$ cat src/rtl/parameterized_johnson_monitor.sv
// Johnson-counter monitor: decodes each sampled code to its index, checks
// that the counter only holds or steps by +1, tracks lock, and counts faults.
module parameterized_johnson_monitor #(
    parameter int  WIDTH      = 4,
    parameter int  LOCK_COUNT = 3,
    localparam int IDX_W      = $clog2(2*WIDTH)
) (
    input  logic             clk,
    input  logic             rst,
    input  logic             in_valid,
    input  logic [WIDTH-1:0] code,
    input  logic             clear_err,
    output logic [IDX_W-1:0] idx_out,
    output logic             idx_valid,
    output logic             illegal,
    output logic             step_err,
    output logic             locked,
    output logic [15:0]      err_count
);

    localparam int               NSTATES = 2*WIDTH;
    localparam int               GOOD_W  = $clog2(LOCK_COUNT+1);
    localparam logic [IDX_W-1:0] LAST    = IDX_W'(NSTATES-1);

    typedef enum logic [1:0] {ST_SEARCH, ST_TRACK, ST_LOCKED} state_t;

    state_t            state_reg;
    logic [IDX_W-1:0]  prev_reg;
    logic [GOOD_W-1:0] good_reg;
    logic [IDX_W-1:0]  idx_reg;
    logic              idx_valid_reg;
    logic              illegal_reg;
    logic              step_err_reg;
    logic              locked_reg;
    logic [15:0]       err_count_reg;

    logic [NSTATES-1:0] match_vec;
    logic               legal;
    logic [IDX_W-1:0]   dec_idx;
    logic [IDX_W-1:0]   prev_next;
    logic               is_hold;
    logic               is_adv;
    logic               step_cond;
    logic               err_event;

    // One comparator per legal code: indices 0..WIDTH fill ones from the MSB,
    // the rest drain ones towards the LSB.
    generate
        for (genvar gi = 0; gi < NSTATES; gi++) begin : gen_pat
            localparam logic [WIDTH-1:0] PAT = (gi <= WIDTH)
                ? ~({WIDTH{1'b1}} >> gi)
                :  ({WIDTH{1'b1}} >> (gi - WIDTH));
            assign match_vec[gi] = (code == PAT);
        end
    endgenerate

    // Patterns are distinct, so at most one match bit is set; encode it.
    always_comb begin
        dec_idx = '0;
        for (int i = 0; i < NSTATES; i++) begin
            if (match_vec[i]) dec_idx = IDX_W'(i);
        end
    end

    assign legal     = |match_vec;
    assign prev_next = (prev_reg == LAST) ? '0 : prev_reg + IDX_W'(1);
    assign is_hold   = (dec_idx == prev_reg);
    assign is_adv    = (dec_idx == prev_next);
    assign step_cond = in_valid && legal && (state_reg != ST_SEARCH) && !is_hold && !is_adv;
    assign err_event = (in_valid && !legal) || step_cond;

    // Lock FSM with registered index/pulse/lock outputs.
    always_ff @(posedge clk) begin
        if (rst) begin
            state_reg     <= ST_SEARCH;
            prev_reg      <= '0;
            good_reg      <= '0;
            idx_reg       <= '0;
            idx_valid_reg <= 1'b0;
            illegal_reg   <= 1'b0;
            step_err_reg  <= 1'b0;
            locked_reg    <= 1'b0;
        end else begin
            idx_valid_reg <= 1'b0;
            illegal_reg   <= 1'b0;
            step_err_reg  <= 1'b0;
            if (in_valid) begin
                if (!legal) begin
                    illegal_reg <= 1'b1;
                    state_reg   <= ST_SEARCH;
                    locked_reg  <= 1'b0;
                end else begin
                    idx_reg       <= dec_idx;
                    idx_valid_reg <= 1'b1;
                    prev_reg      <= dec_idx;
                    if (state_reg == ST_SEARCH) begin
                        state_reg  <= ST_TRACK;
                        good_reg   <= '0;
                        locked_reg <= 1'b0;
                    end else if (is_hold) begin
                        // counter paused: nothing to learn
                    end else if (is_adv) begin
                        if (state_reg == ST_TRACK) begin
                            good_reg <= good_reg + GOOD_W'(1);
                            if (good_reg + GOOD_W'(1) == GOOD_W'(LOCK_COUNT)) begin
                                state_reg  <= ST_LOCKED;
                                locked_reg <= 1'b1;
                            end
                        end
                    end else begin
                        step_err_reg <= 1'b1;
                        state_reg    <= ST_TRACK;
                        good_reg     <= '0;
                        locked_reg   <= 1'b0;
                    end
                end
            end
        end
    end

    // Saturating fault counter; a clear coinciding with a fault leaves one.
    always_ff @(posedge clk) begin
        if (rst) begin
            err_count_reg <= '0;
        end else if (clear_err) begin
            err_count_reg <= err_event ? 16'd1 : 16'd0;
        end else if (err_event && (err_count_reg != 16'hFFFF)) begin
            err_count_reg <= err_count_reg + 16'd1;
        end
    end

    assign idx_out   = idx_reg;
    assign idx_valid = idx_valid_reg;
    assign illegal   = illegal_reg;
    assign step_err  = step_err_reg;
    assign locked    = locked_reg;
    assign err_count = err_count_reg;

endmodule

$ cat config.mk
export PLATFORM = sky130hd
export DESIGN_NAME = parameterized_johnson_monitor
export DESIGN_NICKNAME = d
export VERILOG_FILES = /design/src/rtl/parameterized_johnson_monitor.sv
export SDC_FILE = /design/constraint.sdc
export NUM_CORES = 1
export LEC_CHECK = 0
export BUFFER_PORTS_ARGS = -buffer_cell sky130_fd_sc_hd__buf_2
export CAP_MARGIN = 25
export CORE_ASPECT_RATIO = 1.2
export CORE_MARGIN = 5
export CORE_UTILIZATION = 47
export CTS_CLUSTER_DIAMETER = 60
export CTS_CLUSTER_SIZE = 20
export DETAILED_ROUTE_END_ITERATION = 8
export PLACE_DENSITY = 0.81
export REMOVE_ABC_BUFFERS = 1
export SETUP_SLACK_MARGIN = 0.1
export SYNTH_ARGS = -nofsm -noshare
export SYNTH_HDL_FRONTEND = slang
export SYNTH_SLANG_ARGS = --single-unit
$ cat constraint.sdc
create_clock -name clk -period 3.4 [get_ports clk]
set_input_delay 0.51 -clock clk [delete_from_list [all_inputs] [get_ports clk]]
set_output_delay 0.51 -clock clk [all_outputs]
set_load 0.02 [all_outputs]
# After elaboration in Yosys (flattened, before gate mapping)
# Index checks and enable logic that the tools add are counted.
totals:
  reg_bits: 27
  input_bits: 8
  out_inout_bits: 23
  elab_cells: 81
op_classes:
  n_addsub: 3
  n_eq_ne: 18
  mux: 30
  n_bitwise: 2
  reduce_logical: 20
op_table:
  columns: ["op", "count"]
  rows:
  - ["two-way mux 16 bit", 2]
  - ["two-way mux 3 bit", 7]
  - ["two-way mux 2 bit", 10]
  - ["adder 16 x 1 -> 16 bit (second input constant)", 1]
  - ["equality test 4 bit (second input constant)", 4]
  - ["inequality test 16 bit (second input constant)", 1]
  - ["two-way mux 1 bit", 11]
  - ["inequality test 4 x 2 -> 1 bit (second input constant)", 2]
  - ["AND reduction 4 bit", 2]
  - ["OR reduction 8 bit", 1]
  - ["equality test 3 bit", 2]
  - ["logical AND 1 bit", 6]
  - ["OR reduction 5 bit", 1]
  - ["equality test 4 x 1 -> 1 bit (second input constant)", 1]
  - ["equality test 4 x 2 -> 1 bit (second input constant)", 1]
  - ["equality test 4 x 3 -> 1 bit (second input constant)", 1]
  - ["logical NOT 4 bit", 1]
  - ["nonzero test 2 bit", 2]
  - ["adder 3 x 1 -> 3 bit (second input constant)", 1]
  - ["equality test 3 bit (second input constant)", 1]
  - ["logical NOT 1 bit", 3]
  - ["inequality test 3 x 1 -> 1 bit (second input constant)", 1]
  - ["inequality test 3 x 2 -> 1 bit (second input constant)", 1]
  - ["adder 2 x 1 -> 2 bit (second input constant)", 1]
  - ["other kinds (8)", 9]

# Logic depth before layout (Yosys ltp)
# Gate-level depths: netlist of the first run.
logic_depth:
  ltp_word: 16
  depth_mapped: 12

# Worst setup path before layout of the first run
# No wires, ideal clock.
synth_timing:
  path_type: "register to register"
  start: "register, netlist name idx_out[0]"
  end: "register err_count_reg[15] (netlist: err_count[15])"
  arrival_time_ns: 2.817
  slack_ns: 0.456
  path_stages_with_launch: 13
  period_less_slack_ns: 2.944
  path_cell_list: "dfxtp_1 ha_1 ha_1 nand2_1 a21oi_1 or3_1 clkbuf_1 a311o_1 o31a_1 buf_2 buf_2 o31ai_1 a21oi_1"
synth_lines:
  columns: ["element", "line_no", "source"]
  rows:
  - ["end signal: assignment", "126", "err_count_reg <= err_event ? 16'd1 : 16'd0;"]
  - ["end signal: assignment", "128", "err_count_reg <= err_count_reg + 16'd1;"]
  - ["end: declaration", "35", "logic [15:0] err_count_reg;"]

==> summary.txt, run 1 <==
Synth
  – Synth Register Bits: 26
  – Post-synthesis cell count: 210
  – Yosys cell types: 48
  – Synth Area in Adders: 3.05%
  – Number of synthesized flops with an enable pin: 0
  – Asr flop ratio synth: 0%
  – Main synth FF type: dfxtp_1
  – Mapped Area: 0.00164 mm^2
  – Synth Area in XOR/XNOR: 2.14%
  – Mapped Avg Cell Area: 7.81 um^2
  – Synth warn: 0
  – Synth Area in Simple Gates: 30.4%
  – Compound-Gate Fraction of Synth Area: 23.7%
  – Largest family of logic cells by synthesized area: simple AND/OR/NAND/NOR gates
  – Mux contribution to synthesized area: 4.35%
  – Post-synthesis sequential area ratio: 31.7%

Power and ir drop
  – Reg power frac: 51.8%
  – Lkg Pwr: 0.724 nW
  – P_int: 0.000429 W
  – PwrDens: 332 mW/mm^2
  – Comb power frac: 19.1%
  – Sw Ratio: 29.5%
  – Worst vdd ir: 173 uV
  – NetSw: 0.000180 W
  – Clock power share: 29.1%

Layout
  – Post-route insts no fill: 269
  – Max FFs per register: 16
  – Most frequent cells in the layout: buf_2 (30), dfxtp_1 (26), nand2_1 (21)
  – Area Growth Syn to Fin: 11.7%
  – Layout Utilization: 54.4%
  – Layout cells sized above 1: 17.2%
  – Fill cell count: 313
  – Commonest non-fill, non-tap cell in the layout: buf_2
  – # nets final: 246
  – Antenna fix cells: 0

Setup path
  – Worst endpoint data arrival time: 3300 ps
  – Worst Setup Path Type: reg -> reg
  – R2R Setup Slk: 310 ps
  – CP endpoint kind: flop
  – Worst setup SP type: flop
  – Worst Path Max Fanout: 22
  – Critical path required time: 3610 ps

Outcome
  – Run status: complete, no violations

Floorplan
  – I/O pin total: 31
  – # rows: 23
  – Chip Height: 74.7 um
  – Area of the core: 0.00337 mm^2
  – Die width: 63.9 um
  – Starting Density: 48.7%
  – Full die area: 0.00478 mm^2

Placed design
  – RePlAce Congestion: 0.846
  – Placed Cells: 266
  – Half-perimeter wire length after placement: 2.69 mm
  – IO Port Bufs: 30
  – Pre-CTS WS: 281 ps

Global routing
  – Grt total ovfl: 0
  – Vias in the first global route: 1500
  – Tot GR Track Use: 16.2%
  – Largest net degree at the start of global routing: 23
  – Initial antenna violation count: 0
  – Global-route wire length before repair: 6.33 mm

Clock network
  – Reg clk slew, reported paths: 90 ps
  – CTS buffer count: 3
  – CTS Buffer Depth: 2
  – Root buffer cell: clkbuf_8
  – Worst skew pair latency: 270 ps
  – H-tree levels: 1
  – CTS tree: built
  – Clock Sinks: 26

Routing
  – DR DRC count: 0
  – Routed length per instance: 13.6 um
  – Total Wirelength: 3.65 mm
  – Final ANT Viol Nets: 0
  – Vias per cell: 5.96
  – Vias: 1602
  – Initial DRC count: 82
  – DR pass1 iterations: 4

Timing
  – Max Clock Skew: 3.02 ps
  – Tcrit/Tclk final: 91.0%
  – Hold Slack: 481 ps
  – Final hold viol count: 0
  – RSZ-0062 raised after global routing: no
  – Max Slew Vio Count: 0
  – Slew headroom: 48.9%
  – Highest clock rate: 0.323 GHz
  – Post-layout minimum cycle time: 3090 ps
  – TNS Setup: 0 ps
  – Slew of the pin with the lowest slew margin: 763 ps
  – Final setup viols: 0
  – Final WS setup: 306 ps

Worst hold path
  – Worst Hold Class: reg -> reg

Job
  – Max-cap violations: 0
==> worst max-delay path, cell delays in order, from the launching register on <==
cell and delay [ps]:
dfxtp_1 380, ha_1 220, ha_1 300, nand2_1 80, a21oi_1 50, or3_1 450
a311o_1 400, o31a_2 490, or4_1 500, a21oi_1 140
==> metrics by stage <==
step	cell area (um^2)	total power [W]
2_1_floorplan	1590	0.000400
3_3_place_gp	1790	0.000435
3_5_place_dp	1790	0.000437
4_1_cts	1830	0.000614
5_1_grt	1830	0.000638
6_report	1830	0.000609
==> cell families after synthesis <==
kind of cell,count (synthesis)
and+or+nand+nor,94
DFF,26
adders and majority gates,4
buffers and inverters,18
xor gates and xnor gates,4
muxes,7
AOI/OAI and AO/OA,57
==> synthesized netlist by cell type, types with 3 or more instances <==
library cell / number / area share, %
a211oi_1: 4 / 1.8
nand3b_1: 4 / 1.8
inv_1: 6 / 1.4
o31a_1: 3 / 1.6
ha_1: 4 / 3.1
o21ai_0: 8 / 2.4
o211ai_1: 5 / 2.3
o31ai_1: 6 / 2.7
nor2_1: 17 / 3.9
nor3_1: 6 / 1.8
clkbuf_1: 7 / 1.6
nor4_1: 7 / 2.7
nand3_1: 8 / 2.4
buf_2: 4 / 1.2
or4_1: 5 / 2.3
nand4_1: 3 / 1.1
or3_1: 8 / 3.1
and3_1: 4 / 1.5
nand2_1: 21 / 4.8
a21oi_1: 13 / 4.0
mux2i_1: 6 / 3.7
dfxtp_1: 26 / 32
==> repair_timing <==
action | in CTS | in global routing
resized for setup | 0 | 1
hold buffers | 0 | 0
endpoints found under the setup margin | 0 | 6
buffers inserted | 0 | 0
==> layer usage <==
metal	track usage, %	vias to the layer above	routed length (um)
li1	-	839	-
met1	19.7	740	1740
met2	27.5	21	1710
met3	3.28	2	170
met4	7.39	0	34
met5	0	-	0
==> power by group through the flow <==
| stage | Sequential (W) | Clock, W | Combinational, W |
|---|---|---|---|
| after floorplan | 0.000327 | 0 | 0.0000730 |
| after global placement | 0.000323 | 0 | 0.000113 |
| after detailed placement | 0.000323 | 0 | 0.000114 |
| after CTS | 0.000316 | 0.000184 | 0.000115 |
| after global routing | 0.000317 | 0.000191 | 0.000130 |
| final | 0.000316 | 0.000177 | 0.000116 |
==> cell type report <==
type / count / area, um^2 / share of cell area [%]
clock buffer: 3 / 41.3 / 2.25
tap: 37 / 46.3 / 2.53
timing repair buffer: 31 / 158 / 8.60
inverter: 6 / 22.5 / 1.23
multi-input combinational: 166 / 1040 / 57.0
sequential: 26 / 520 / 28.4
==> path summary, 6_finish.rpt <==
kind / startpoint / to / cells after the start
worst max-delay path: idx_out[0] / err_count[15] / 9
worst min register to register: err_count[9] / err_count[9] / 2
worst max register to register: idx_out[0] / err_count[15] / 9
worst min-delay path: err_count[9] / err_count[9] / 2
(Power assumes the default switching activity.)
==> run 2, diff against run 1 <==
CORE_UTILIZATION = 55   (was 47)
PLACE_DENSITY = 0.91   (was 0.81)
==> summary.txt, run 2 (synthesis results as in run 1) <==
Global routing
  – Initial antenna violation count: 0 (unchanged)
  – Largest net degree at the start of global routing: 23 (unchanged)
  – Global-route wire length before repair: 6.44 mm (+1.8%)
  – Tot GR Track Use: 18.6% (+2.4 points)
  – Grt total ovfl: 0 (unchanged)
  – Vias in the first global route: 1523 (+1.5%)

Worst hold path
  – Worst Hold Class: in -> reg
  – Min-delay src: in_valid

Placed design
  – RePlAce Congestion: 0.830 (-1.9%)
  – DP Area: 0.00179 mm^2 (-0.21%)
  – Placed Cells: 263 (-1.1%)
  – Half-perimeter wire length after placement: 2.79 mm (+3.5%)
  – IO Port Bufs: 30 (unchanged)

Layout
  – Layout cells sized above 1: 18.0% (+0.78 points)
  – Antenna fix cells: 0 (unchanged)
  – Commonest non-fill, non-tap cell in the layout: buf_2
  – Area Growth Syn to Fin: 12.3%
  – Finished Cell Area: 0.00184 mm^2 (+0.48%)
  – Fill cell count: 246 (-21%)
  – Max FFs per register: 16 (unchanged)
  – # nets final: 246 (unchanged)
  – Most frequent cells in the layout: buf_2 (30), dfxtp_1 (25), nand2_1 (21)
  – Post-route insts no fill: 267 (-0.74%)

Timing
  – Tcrit/Tclk final: 91.2% (+0.17 points)
  – Max Clock Skew: 6.80 ps (+3.78 ps)
  – Highest clock rate: 0.323 GHz (-0.19%)
  – Hold Slack: 451 ps (-30.2 ps)
  – TNS Setup: 0 ps (unchanged)
  – Slew headroom: 48.0% (-0.93 points)
  – Slew of the pin with the lowest slew margin: 777 ps (+13.9 ps)
  – Max Slew Vio Count: 0 (unchanged)
  – Post-layout minimum cycle time: 3100 ps (+5.79 ps)
  – Final hold viol count: 0 (unchanged)
  – Final setup viols: 0 (unchanged)
  – RSZ-0062 raised after global routing: no

Setup path
  – CP endpoint kind: flop
  – Crit. Startpoint: idx_out[0]
  – Critical path required time: 3680 ps (+70 ps)
  – Worst Setup Path Type: reg -> reg
  – Worst setup SP type: flop
  – FF-to-FF Start: idx_out[0]
  – Worst Path Max Fanout: 22 (unchanged)
  – Worst endpoint data arrival time: 3380 ps (+80 ps)

Clock network
  – Hold buffers post-CTS: 0 (unchanged)
  – Root buffer cell: clkbuf_4
  – CTS buffer count: 3 (unchanged)
  – H-tree levels: 1 (unchanged)
  – Clock Sinks: 26 (unchanged)
  – CTS tree: built
  – Reg clk slew, reported paths: 160 ps (+70 ps)
  – Worst skew pair latency: 330 ps (+60 ps)
  – Post CTS Setup Buffer Count: 0 (unchanged)
  – CTS Buffer Depth: 2 (unchanged)

Floorplan
  – Die width: 59.9 um (-6.4%)
  – # rows: 21 (-8.7%)
  – I/O pin total: 31 (unchanged)
  – Starting Density: 57.8% (+9.1 points)
  – Area of the core: 0.00284 mm^2 (-16%)
  – Full die area: 0.00418 mm^2 (-13%)
  – Chip Height: 69.8 um (-6.5%)

Job
  – Max-cap violations: 0 (unchanged)

Power and ir drop
  – Lkg Pwr: 0.731 nW (+0.95%)
  – Worst vdd ir: 209 uV (+21%)
  – PwrDens: 355 mW/mm^2 (+6.8%)

Routing
  – DR DRC count: 0 (unchanged)
  – Total Wirelength: 3.85 mm (+5.5%)
  – Vias per cell: 6.29 (+5.7%)
  – Initial DRC count: 67 (-18%)
  – Routed length per instance: 14.4 um (+6.3%)
  – Final ANT Viol Nets: 0 (unchanged)
  – DR pass1 iterations: 4 (unchanged)
  – Vias: 1680 (+4.9%)

Outcome
  – Run status: complete, no violations
run 2: cell count changes in the layout (fill, tap and decap cells not counted):
cell	before	now
clkbuf_8	3	0
dfxtp_2	0	1
bufinv_16	0	1
dfxtp_1	26	25
clkbuf_4	0	3
run 2: final timing paths:
check | endpoint | slack (ps) | cells after the start
worst max-delay path | err_count[15] | 300 | 9
worst min-delay path | state_reg[1] | 450 | 2
worst max register to register | err_count[15] | 300 | 9
worst min register to register | err_count[9] | 500 | 2
run 2: critical path, cell delays in order, from the launching register on:
cell and delay (ps):
dfxtp_2 390, ha_1 210, ha_1 300, nand2_1 80, a21oi_1 50, or3_1 450
a311o_1 410, o31a_2 490, or4_1 510, a21oi_1 160
run 2: stage by stage:
stage	worst slack (ps)	total power (W)	utilization, %
after global placement	358	0.000435	63.0
after global routing	153	0.000680	64.9
after detailed placement	222	0.000438	63.0
after CTS	195	0.000654	64.8
final	300	0.000654	64.9
after floorplan	389	0.000400	-
run 2: cell type report:
| class | instances | area, um^2 | area share, % |
|---|---|---|---|
| Clock buffer | 3 | 22.5 | 1.22 |
| Clock inverter | 1 | 30.0 | 1.63 |
| Inverter | 6 | 22.5 | 1.22 |
| Multi-Input combinational cell | 166 | 1040 | 56.7 |
| Sequential cell | 26 | 522 | 28.3 |
| Tap cell | 34 | 42.5 | 2.31 |
| Timing Repair Buffer | 31 | 158 | 8.56 |
run 2: routing by layer:
| layer | routed length [um] | global-route usage, % | vias to the layer above |
|---|---|---|---|
| li1 | - | - | 837 |
| met1 | 1680 | 24.6 | 794 |
| met2 | 1910 | 30.0 | 45 |
| met3 | 220 | 2.05 | 4 |
| met4 | 41 | 6.90 | 0 |
| met5 | 0 | 0 | - |
run 2: power breakdown:
group          internal (W)  switching (W)  total (W)
combinational     0.0000401      0.0000775   0.000118
sequential         0.000310     0.00000608   0.000316
clock              0.000119       0.000100   0.000220
total              0.000470       0.000184   0.000654
run 2: timing repair:
item / in CTS / in global routing
setup endpoints to repair: 0 / 7
gates resized for setup: 0 / 2
endpoints found under the hold margin: 0 / 0
==> run 3, diff against run 2 <==
RECOVER_POWER = 100   (was not set)
==> summary.txt, run 3 (synthesis results as in run 1) <==
Outcome
  – Run status: complete, no violations

Setup path
  – Worst setup SP type: flop
  – CP endpoint kind: flop
  – Critical path required time: 3680 ps (about the same)
  – Worst endpoint data arrival time: 3450 ps (+70 ps)
  – Worst Path Max Fanout: 22 (unchanged)
  – Worst Setup Path Type: reg -> reg

Clock network
  – H-tree levels: 1 (unchanged)
  – CTS tree: built
  – CTS buffer count: 3 (unchanged)
  – Worst skew pair latency: 330 ps (about the same)
  – CTS Buffer Depth: 2 (unchanged)
  – Clock Sinks: 26 (unchanged)
  – Reg clk slew, reported paths: 150 ps (about the same)
  – Root buffer cell: clkbuf_4

Layout
  – # nets final: 246 (unchanged)
  – Area Growth Syn to Fin: 10.2%
  – Layout cells sized above 1: 7.30% (-11 points)
  – Max FFs per register: 16 (unchanged)
  – Most frequent cells in the layout: dfxtp_1 (26), clkbuf_1 (24), nand2_1 (21)
  – Post-route insts no fill: 267 (unchanged)
  – Commonest non-fill, non-tap cell in the layout: dfxtp_1
  – Antenna fix cells: 0 (unchanged)

Timing
  – RSZ-0062 raised after global routing: no
  – Highest clock rate: 0.315 GHz (-2.2%)
  – Slew of the pin with the lowest slew margin: 784 ps (+6.69 ps)
  – Slew headroom: 47.6% (-0.45 points)
  – Post-layout minimum cycle time: 3170 ps (+70.2 ps)
  – Tcrit/Tclk final: 93.2% (+2.1 points)
  – Final WS setup: 230 ps (-70.2 ps)
  – Final hold viol count: 0 (unchanged)
  – Final setup viols: 0 (unchanged)
  – Max Clock Skew: 6.14 ps (-0.659 ps)
  – Max Slew Vio Count: 0 (unchanged)
  – TNS Setup: 0 ps (unchanged)

Floorplan
  – Die width: 59.9 um (unchanged)
  – # rows: 21 (unchanged)
  – Starting Density: 57.8% (unchanged)
  – Chip Height: 69.8 um (unchanged)
  – Full die area: 0.00418 mm^2 (unchanged)
  – Area of the core: 0.00284 mm^2 (unchanged)
  – I/O pin total: 31 (unchanged)

Global routing
  – Global-route wire length before repair: 6.44 mm (unchanged)
  – Tot GR Track Use: 18.6% (unchanged)
  – Initial antenna violation count: 0 (unchanged)
  – Vias in the first global route: 1523 (unchanged)
  – Largest net degree at the start of global routing: 23 (unchanged)
  – Grt total ovfl: 0 (unchanged)

Worst hold path
  – Worst Hold Class: in -> reg

Routing
  – Routed length per instance: 14.5 um (+0.68%)
  – Vias per cell: 6.29 (unchanged)
  – DR DRC count: 0 (unchanged)
  – Final ANT Viol Nets: 0 (unchanged)
  – Vias: 1680 (unchanged)
  – Initial DRC count: 67 (unchanged)
  – Total Wirelength: 3.88 mm (+0.68%)
  – DR pass1 iterations: 4 (unchanged)

Power and ir drop
  – Clock power share: 33.7% (about the same)
  – Worst vdd ir: 209 uV (-0.17%)
  – NetSw: 0.000184 W (-0.19%)
  – PwrDens: 360 mW/mm^2 (+1.4%)
  – Sw Ratio: 28.2% (+0.065 points)
  – Reg power frac: 48.6% (+0.2 points)
  – Comb power frac: 17.7% (-0.3 points)
  – P_int: 0.000467 W (-0.51%)
  – Lkg Pwr: 0.628 nW (-14%)

Job
  – Max-cap violations: 0 (unchanged)

Placed design
  – RePlAce Congestion: 0.830 (unchanged)
  – Placed Cells: 263 (unchanged)
  – IO Port Bufs: 30 (unchanged)
  – Pre-CTS WS: 222 ps (unchanged)
  – Half-perimeter wire length after placement: 2.79 mm (unchanged)
## run 3: cell types whose count changed in the layout (fill, tap and decap cells not counted), sizes merged
cell and change:
buf -24, clkbuf +24
## run 3: per-stage QoR
stage | total power [W] | area (um^2) | hold WS, ps | utilization, %
floorplan | 0.000400 | 1590 | 476 | -
global placement | 0.000435 | 1790 | 457 | 63.0
detailed placement | 0.000438 | 1790 | 482 | 63.0
CTS | 0.000654 | 1840 | 444 | 64.8
global route | 0.000677 | 1810 | 478 | 63.7
finish | 0.000651 | 1810 | 455 | 63.7
## run 3: cell type report
cell class / count / area (um^2)
fillers: 254 / 1030
clock buffers: 3 / 22.5
flip-flops and latches: 26 / 520
multi-input cells: 166 / 1040
well taps: 34 / 42.5
repair buffers: 31 / 125
clock inverters: 1 / 30.0
inverters: 6 / 22.5
## run 3: worst max-delay path, cell delays in order, from the launching register on
cell and delay, ps:
dfxtp_1 520, ha_1 200, ha_1 250, nand2_1 80, a21oi_1 50, or3_1 450
a311o_1 410, o31a_2 490, or4_1 520, a21oi_1 160
## run 3: layer usage
| metal | global-route usage [%] | vias up | wire length, um |
|---|---|---|---|
| met5 | 0 | - | 0 |
| met1 | 24.6 | 788 | 1660 |
| met3 | 2.05 | 4 | 236 |
| met2 | 30.0 | 49 | 1940 |
| met4 | 6.90 | 0 | 42 |
| li1 | - | 839 | - |
## run 3: power by group through the flow
stage               registers, W  logic [W]  clock network, W
detailed placement      0.000323   0.000115                 0
floorplan               0.000327  0.0000730                 0
global placement        0.000322   0.000112                 0
global route            0.000317   0.000128          0.000233
finish                  0.000316   0.000115          0.000219
CTS                     0.000316   0.000116          0.000222
## run 3: final timing paths
path / slack [ps] / to / from / cells after the start
max: 230 / err_count[15] / idx_out[0] / 9
min: 460 / state_reg[1] / in_valid / 2
max reg2reg: 230 / err_count[15] / idx_out[0] / 9
min reg2reg: 500 / err_count[9] / err_count[9] / 2
## run 3: timing repair
action                                  in CTS  in global routing
hold endpoints to repair                     0                  0
setup buffers                                0                  0
hold buffers                                 0                  0
endpoints found under the setup margin       0                  7
gates resized for setup                      0                  2
